**config.mk**
```make
export PLATFORM = sky130hd
export DESIGN_NAME = alu_pipe
export DESIGN_NICKNAME = d
export VERILOG_FILES = /design/src/rtl/alu_pipe_pkg.sv /design/src/rtl/alu_pipe_mul.sv /design/src/rtl/alu_pipe.sv
export SDC_FILE = /design/constraint.sdc
export NUM_CORES = 1
export LEC_CHECK = 0
export CELL_PAD_IN_SITES_DETAIL_PLACEMENT = 0
export CELL_PAD_IN_SITES_GLOBAL_PLACEMENT = 2
export CORE_AREA = 2 2 170 172
export CTS_CLUSTER_SIZE = 12
export DETAILED_ROUTE_END_ITERATION = 12
export DIE_AREA = 0 0 172 174
export GPL_ROUTABILITY_DRIVEN = 0
export PLACE_DENSITY_LB_ADDON = 0.08
export SYNTH_ARGS = -nofsm -noshare
export SYNTH_HDL_FRONTEND = slang
export SYNTH_SLANG_ARGS = --single-unit
```
**constraint.sdc**
```tcl
create_clock -name clk -period 7.3 [get_ports clk]
set_input_delay 0.73 -clock clk [delete_from_list [all_inputs] [get_ports clk]]
set_output_delay 0.73 -clock clk [all_outputs]
set_load 0.005 [all_outputs]
```
**src/rtl/alu_pipe_pkg.sv**
```systemverilog
`default_nettype none
// +----------------------------------------------------------------------------+
// | Module  : alu_pipe_pkg                                                     |
// | Purpose : Shared command codes, NZCV bit positions and control states for  |
// |           the registered pipeline ALU.                                     |
// | Rev     : 1.0  initial release                                             |
// +----------------------------------------------------------------------------+
package alu_pipe_pkg;

  // 4-bit command encoding
  localparam logic [3:0] CMD_MOV = 4'b0001;
  localparam logic [3:0] CMD_ADD = 4'b0010;
  localparam logic [3:0] CMD_ADC = 4'b0011;
  localparam logic [3:0] CMD_SUB = 4'b0100;
  localparam logic [3:0] CMD_SBC = 4'b0101;
  localparam logic [3:0] CMD_AND = 4'b0110;
  localparam logic [3:0] CMD_ORR = 4'b0111;
  localparam logic [3:0] CMD_EOR = 4'b1000;
  localparam logic [3:0] CMD_MVN = 4'b1001;
  localparam logic [3:0] CMD_MUL = 4'b1010;

  // Bit positions inside a {N,Z,C,V} nibble
  localparam int NZCV_N = 3;
  localparam int NZCV_Z = 2;
  localparam int NZCV_C = 1;
  localparam int NZCV_V = 0;

  typedef enum logic [1:0] {
    IDLE = 2'd0,
    MUL  = 2'd1,
    HOLD = 2'd2
  } state_t;

endpackage : alu_pipe_pkg
`default_nettype wire

```
**src/rtl/alu_pipe_mul.sv**
```systemverilog
`default_nettype none
// +----------------------------------------------------------------------------+
// | Module  : alu_mul_iter                                                     |
// | Purpose : Iterative shift-add multiplier, one partial product per clock,   |
// |           WIDTH steps per operation. Keeps the low WIDTH product bits.     |
// |           Present only when ALU_PIPE_MUL_EN is defined.                    |
// | Ports   : clk, rst_n (async, active-low), start (load operands a/b),       |
// |           done (high during the cycle whose edge performs the last step),  |
// |           product (value after the current step while running, final      |
// |           product once idle).                                              |
// | Rev     : 1.0  initial release                                             |
// +----------------------------------------------------------------------------+
`ifdef ALU_PIPE_MUL_EN
module alu_mul_iter #(
  parameter int WIDTH = 32
) (
  input  logic             clk,
  input  logic             rst_n,
  input  logic             start,
  input  logic [WIDTH-1:0] a,
  input  logic [WIDTH-1:0] b,
  output logic             done,
  output logic [WIDTH-1:0] product
);

  localparam int               CNT_W     = $clog2(WIDTH + 1);
  localparam logic [CNT_W-1:0] LAST_STEP = CNT_W'(WIDTH - 1);

  logic             r_active;
  logic [CNT_W-1:0] r_cnt;
  logic [WIDTH-1:0] r_mcand;
  logic [WIDTH-1:0] r_mplier;
  logic [WIDTH-1:0] r_acc;
  logic [WIDTH-1:0] w_acc_step;

  assign w_acc_step = r_acc + (r_mplier[0] ? r_mcand : '0);
  assign done       = r_active && (r_cnt == LAST_STEP);
  // Exposing the post-step value lets the parent write the product on the
  // same edge as the final step instead of one cycle later.
  assign product    = r_active ? w_acc_step : r_acc;

  always_ff @(posedge clk or negedge rst_n) begin
    if (!rst_n) begin
      r_active <= 1'b0;
      r_cnt    <= '0;
      r_mcand  <= '0;
      r_mplier <= '0;
      r_acc    <= '0;
    end else if (start) begin
      r_active <= 1'b1;
      r_cnt    <= '0;
      r_mcand  <= a;
      r_mplier <= b;
      r_acc    <= '0;
    end else if (r_active) begin
      r_acc    <= w_acc_step;
      r_mcand  <= r_mcand << 1;
      r_mplier <= r_mplier >> 1;
      r_cnt    <= r_cnt + 1'b1;
      if (done) r_active <= 1'b0;
    end
  end

endmodule : alu_mul_iter
`endif
`default_nettype wire

```
**src/rtl/alu_pipe.sv**
```systemverilog
`default_nettype none
// +----------------------------------------------------------------------------+
// | Module  : alu_pipe                                                         |
// | Purpose : Registered ALU with valid/ready handshakes, an output register,  |
// |           an NZCV status register feeding ADC/SBC carry-in and an optional |
// |           iterative multiply (compile macro ALU_PIPE_MUL_EN).              |
// | Ports   : clk, rst_n (async, active-low)                                   |
// |           in_valid/in_ready, command[3:0], s_flag, op_a, op_b  (request)   |
// |           out_valid/out_ready, result, res_nzcv[3:0]           (response)  |
// |           status_nzcv[3:0] architectural flags, busy = multiply running    |
// | Rev     : 1.0  initial release                                             |
// +----------------------------------------------------------------------------+
module alu_pipe #(
  parameter int WIDTH = 32
) (
  input  logic             clk,
  input  logic             rst_n,
  input  logic             in_valid,
  output logic             in_ready,
  input  logic [3:0]       command,
  input  logic             s_flag,
  input  logic [WIDTH-1:0] op_a,
  input  logic [WIDTH-1:0] op_b,
  output logic             out_valid,
  input  logic             out_ready,
  output logic [WIDTH-1:0] result,
  output logic [3:0]       res_nzcv,
  output logic [3:0]       status_nzcv,
  output logic             busy
);
  import alu_pipe_pkg::*;

  localparam int MSB = WIDTH - 1;

  logic             r_out_valid;
  logic [WIDTH-1:0] r_result;
  logic [3:0]       r_res_nzcv;
  logic [3:0]       r_status;

  logic             w_free;
  logic             w_accept;
  logic             w_load_alu;
  logic             w_defined;
  logic             w_add;
  logic             w_sub;
  logic             w_c;
  logic             w_v;
  logic             w_cin;
  logic [WIDTH:0]   w_sum;
  logic [WIDTH-1:0] w_res;
  logic [3:0]       w_nzcv;

`ifdef ALU_PIPE_MUL_EN
  state_t           r_state;
  logic             r_mul_s;
  logic             w_is_mul;
  logic             w_mul_done;
  logic             w_load_mul;
  logic [WIDTH-1:0] w_product;
  logic [3:0]       w_mul_nzcv;
`endif

  assign w_free   = !r_out_valid || out_ready;
  assign w_accept = in_valid && in_ready;
  assign w_cin    = r_status[NZCV_C];

  // Single-cycle datapath; arithmetic is done at WIDTH+1 bits so the top bit
  // is the carry (or the borrow for subtraction).
  always_comb begin
    w_sum     = '0;
    w_res     = '0;
    w_c       = 1'b0;
    w_v       = 1'b0;
    w_add     = 1'b0;
    w_sub     = 1'b0;
    w_defined = 1'b1;
`ifdef ALU_PIPE_MUL_EN
    w_is_mul  = 1'b0;
`endif
    case (command)
      CMD_MOV: w_res = op_b;
      CMD_MVN: w_res = ~op_b;
      CMD_ADD: begin
        w_sum = {1'b0, op_a} + {1'b0, op_b};
        w_add = 1'b1;
      end
      CMD_ADC: begin
        w_sum = {1'b0, op_a} + {1'b0, op_b} + {{WIDTH{1'b0}}, w_cin};
        w_add = 1'b1;
      end
      CMD_SUB: begin
        w_sum = {1'b0, op_a} - {1'b0, op_b};
        w_sub = 1'b1;
      end
      CMD_SBC: begin
        // a - b - 1 + C is the same as a - b - !C modulo 2^(WIDTH+1)
        w_sum = {1'b0, op_a} - {1'b0, op_b} - {{WIDTH{1'b0}}, !w_cin};
        w_sub = 1'b1;
      end
      CMD_AND: w_res = op_a & op_b;
      CMD_ORR: w_res = op_a | op_b;
      CMD_EOR: w_res = op_a ^ op_b;
`ifdef ALU_PIPE_MUL_EN
      CMD_MUL: w_is_mul = 1'b1;
`endif
      default: w_defined = 1'b0;
    endcase
    if (w_add || w_sub) begin
      w_res = w_sum[WIDTH-1:0];
      w_c   = w_sum[WIDTH];
    end
    if (w_add) w_v = (op_a[MSB] == op_b[MSB]) && (w_res[MSB] != op_a[MSB]);
    if (w_sub) w_v = (op_a[MSB] != op_b[MSB]) && (w_res[MSB] != op_a[MSB]);
  end

  assign w_nzcv = {w_res[MSB], (w_res == '0), w_c, w_v};

`ifdef ALU_PIPE_MUL_EN
  assign in_ready   = (r_state == IDLE) && w_free;
  assign busy       = (r_state != IDLE);
  assign w_load_alu = w_accept && !w_is_mul;
  // HOLD is a safety net: the output register is always empty while a multiply
  // runs, because nothing else can be accepted in that window.
  assign w_load_mul = (((r_state == MUL) && w_mul_done) || (r_state == HOLD)) && w_free;
  assign w_mul_nzcv = {w_product[MSB], (w_product == '0), 2'b00};

  alu_mul_iter #(
    .WIDTH (WIDTH)
  ) u_mul (
    .clk     (clk),
    .rst_n   (rst_n),
    .start   (w_accept && w_is_mul),
    .a       (op_a),
    .b       (op_b),
    .done    (w_mul_done),
    .product (w_product)
  );
`else
  assign in_ready   = w_free;
  assign busy       = 1'b0;
  assign w_load_alu = w_accept;
`endif

  always_ff @(posedge clk or negedge rst_n) begin
    if (!rst_n) begin
      r_out_valid <= 1'b0;
      r_result    <= '0;
      r_res_nzcv  <= '0;
      r_status    <= '0;
`ifdef ALU_PIPE_MUL_EN
      r_state     <= IDLE;
      r_mul_s     <= 1'b0;
`endif
    end else begin
      // A pop and a load on the same edge: the load below wins.
      if (r_out_valid && out_ready) r_out_valid <= 1'b0;

      if (w_load_alu) begin
        r_out_valid <= 1'b1;
        r_result    <= w_res;
        r_res_nzcv  <= w_nzcv;
        if (s_flag && w_defined) r_status <= w_nzcv;
      end

`ifdef ALU_PIPE_MUL_EN
      if (w_load_mul) begin
        r_out_valid <= 1'b1;
        r_result    <= w_product;
        r_res_nzcv  <= w_mul_nzcv;
        // Multiply only updates N and Z; C and V keep their old values.
        if (r_mul_s) begin
          r_status[NZCV_N] <= w_mul_nzcv[NZCV_N];
          r_status[NZCV_Z] <= w_mul_nzcv[NZCV_Z];
        end
      end

      case (r_state)
        IDLE: begin
          if (w_accept && w_is_mul) begin
            r_state <= MUL;
            r_mul_s <= s_flag;
          end
        end
        MUL: begin
          if (w_mul_done) r_state <= w_free ? IDLE : HOLD;
        end
        HOLD: begin
          if (w_free) r_state <= IDLE;
        end
        default: r_state <= IDLE;
      endcase
`endif
    end
  end

  assign out_valid   = r_out_valid;
  assign result      = r_result;
  assign res_nzcv    = r_res_nzcv;
  assign status_nzcv = r_status;

endmodule : alu_pipe
`default_nettype wire

```
==> results.md <==
- Setup Crit Path Kind: primary input to register
- Wirelength, routed: 40,700 um
- Post-synth EDFFs: 0
- Avg WL per Cell: 21.9 um
- Chip width: 172 um
- Hold Crit Depth: 2
- Fin crit share: 83.0%
- Status: finished clean
- Num ports: 116
- Number of routed nets with antenna violations: 0
- Area growth syn-to-layout: 16.4%
- Post-synthesis compound-gate area fraction: 31.3%
- Flop-to-flop setup slack: 3.38 ns
- Relative slew slack: 25.2%
- Setup Viol. Count Final: 0
- FF+latch count, synth: 40
- Clock Pin Slew Worst Setup and Hold Paths: 0.06 ns
- Post-CTS setup buffers: 0
- Placed cells: 1,854
- IR drop worst, VDD: 0.0867 mV
- Initial core utilization: 35.1%
- Post-Layout Cell Count: 1,862
- Startpoint types: primary input
- Least-Margin Pin Slew: 1.09 ns
- Hold Path Class: register to register
- Vias in the first global route: 10,500
- RR Endpoint: status_nzcv[0]$_DFFE_PN0P_
- Final hold violations: 0
- Syn Inst Count: 1,413
- Async S/R FF share, synth: 100%
- CTS Hold Bufs: 0
- CP arrival: 6.23 ns
- Setup Skew: 0.00238 ns
- Clk buf depth: 2
- RSZ-0062 raised after global routing: no
- Pins over their slew limit: 0
- Seq/Total Area, Yosys: 10.1%
- Simple-gate portion of the synthesized area: 28.4%
- DRT iter0 DRCs: 1,104
- Antenna cells: 0
- Area leader, netlist: ha_1
- Layout cell share with drive strength beyond 1: 6.77%
- Cell chosen for the clock root: clkbuf_16
- Sum Neg Setup Slack: 0 ns
- Yosys top cell area share: 13.0%
- Via density: 5.98
- Core ar.: 0.0282 mm2
- Worst Hold End: result[23]$_DFFE_PN0P_
- Netlist cell types: 104
- Latest clock arrival within the worst-skew pair: 0.28 ns
- Top post-synthesis cells by area: ha_1, dfrtp_1, a21oi_1, nand2_1, xnor2_1
- Synth cell count leaders: nand2_1, a21oi_1, nor2_1, ha_1, inv_1
- CTS tree: yes
- R2R cell count: 12
- Syn Nets: 1,591
- Synthesized area: 0.00992 mm2
- XOR/XNOR share of the synthesized area: 8.71%
- Nets: 1,655
- Drt drc: 0
- Hold Crit Start: result[23]$_DFFE_PN0P_
- CTS sink cnt: 40
- Main combinational cell family by area after synthesis: compound AO/OA/AOI/OAI gates
- Total gr overflow: 0
- Ys flop type: dfrtp_1
- Largest net degree at the start of global routing: 42
- Max frequency: 165 MHz
- Vias post-DR: 11,100
- Row Count: 62
- H-Tree Depth: 2
- Final HPWL DP: 32,900 um
- Port bufs: 114
- Count leader, synth: nand2_1
- PwrDens: 135 mW/mm2
- Critical R2R Launch: status_nzcv[1]$_DFFE_PN0P_
- Avg Cell Area, Syn: 7.02 um2
- Total CTS buffers: 5
- Die height: 174 um
- First-pass GRT wire length: 62,800 um
- Die Area: 0.0299 mm2
- Yosys warnings: 0
- Critical Path Sink Type: register
- Post-Synth Adder-Cell Area: 13.4%
- GRT Util Overall: 26.8%
- Max Fanout on Critical Path: 18
- Fin crit period: 6.06 ns
- Initial antenna violation count: 1
- Mux contribution to synthesized area: 0.857%
- Max Cap Viol: 0
- CTS resizes: 0
- Req. time, crit path: 7.47 ns
- Total leakage power: 0.00454 uW
- DRT Pass-1 Iters: 5
[worst max path at each step]
stage                        from                    endpoint  slack (ns)
after global routing      op_b[5]  status_nzcv[0]$_DFFE_PN0P_        0.97
final                     op_b[5]  status_nzcv[0]$_DFFE_PN0P_        1.24
after CTS                 op_b[5]  status_nzcv[0]$_DFFE_PN0P_        1.37
after detailed placement  op_b[5]  status_nzcv[0]$_DFFE_PN0P_        1.09
after global placement    op_b[5]  status_nzcv[0]$_DFFE_PN0P_        1.16
after floorplan           op_a[0]  status_nzcv[1]$_DFFE_PN0P_        2.89
[metal layers]
layer	vias up	part of all wire [%]	track usage, %
met5	-	0.032	0
li1	5326	-	-
met2	378	44	42.1
met3	45	5.8	2.23
met4	2	1.9	5.39
met1	5387	49	39.7
[per-stage QoR]
stage                     total power (uW)  instance area, um2  hold slack, ns  setup slack, ns  util, %
after floorplan                        928                9920           0.434             2.89        -
after global placement                1290               11400           0.460             1.16     40.3
after detailed placement              1290               11400           0.463             1.09     40.3
after CTS                             1560               11600           0.478             1.37     40.9
after global routing                  1670               11600           0.498            0.968     40.9
final                                 1560               11600           0.475             1.24     40.9
[placed cells by master, fill, tap and decap left out, drive strengths merged, types with 15 or more instances in the layout]
| cell | synthesis | final |
|---|---|---|
| clkdlybuf4s50 | 0 | 113 |
| a211oi | 22 | 22 |
| o31ai | 26 | 26 |
| inv | 103 | 103 |
| xor2 | 27 | 27 |
| o221ai | 18 | 18 |
| dfrtp | 40 | 40 |
| nor4 | 32 | 32 |
| o211ai | 28 | 28 |
| nor2 | 127 | 127 |
| nor2b | 15 | 15 |
| a22oi | 18 | 18 |
| nor3 | 43 | 43 |
| nand2 | 164 | 164 |
| nand3 | 28 | 28 |
| ha | 103 | 103 |
| or3 | 18 | 18 |
| a21oi | 128 | 128 |
| o21ai | 84 | 84 |
| buf | 29 | 19 |
| nand4 | 31 | 31 |
| xnor2 | 70 | 70 |
| a221oi | 24 | 24 |
[worst max-delay path: stages]
cell	delay, ns
clkdlybuf4s50_1	0.54
inv_1	0.08
ha_1	0.72
and3_1	0.25
a221o_1	0.49
a21oi_2	0.22
o41ai_2	0.77
a211oi_1	0.18
xnor2_1	0.48
nand4_1	0.26
nor3b_2	0.28
nor3b_2	0.22
xor2_1	0.10
a221oi_2	0.52
xnor2_1	0.15
a22o_1	0.21
[area by class of cell]
| type | count | area [um2] |
|---|---|---|
| Inverter | 103 | 387 |
| Clock inverter | 1 | 30.0 |
| Clock buffer | 7 | 153 |
| Multi-Input combinational cell | 1195 | 8230 |
| Tap cell | 384 | 480 |
| Timing Repair Buffer | 132 | 1270 |
| Sequential cell | 40 | 1000 |
| Fill cell | 3019 | 16700 |
[cells by family (layout without fill, tap and decap cells)]
| logic type | count (synthesis) | in the layout |
|---|---|---|
| xor gates and xnor gates | 97 | 97 |
| adders and majority gates | 105 | 105 |
| and+or+nand+nor | 538 | 538 |
| buffers and inverters | 178 | 243 |
| AOI/OAI and AO/OA | 446 | 446 |
| muxes | 8 | 8 |
| other | 1 | 1 |
| DFF | 40 | 40 |
[registers in the layout (all words and copies together) (netlist names)]
signal,count
status_nzcv,4
out_valid,1
result,32
res_nzcv,3
[power breakdown]
part	switching, uW	leakage (uW)	internal (uW)	total [uW]
Sequential	23.8	0.000503	258	282
Combinational	631	0.00395	387	1020
Clock	85.1	0.0000901	180	265
Total	740	0.00454	824	1560
Power figures use the tool's default switching activity.
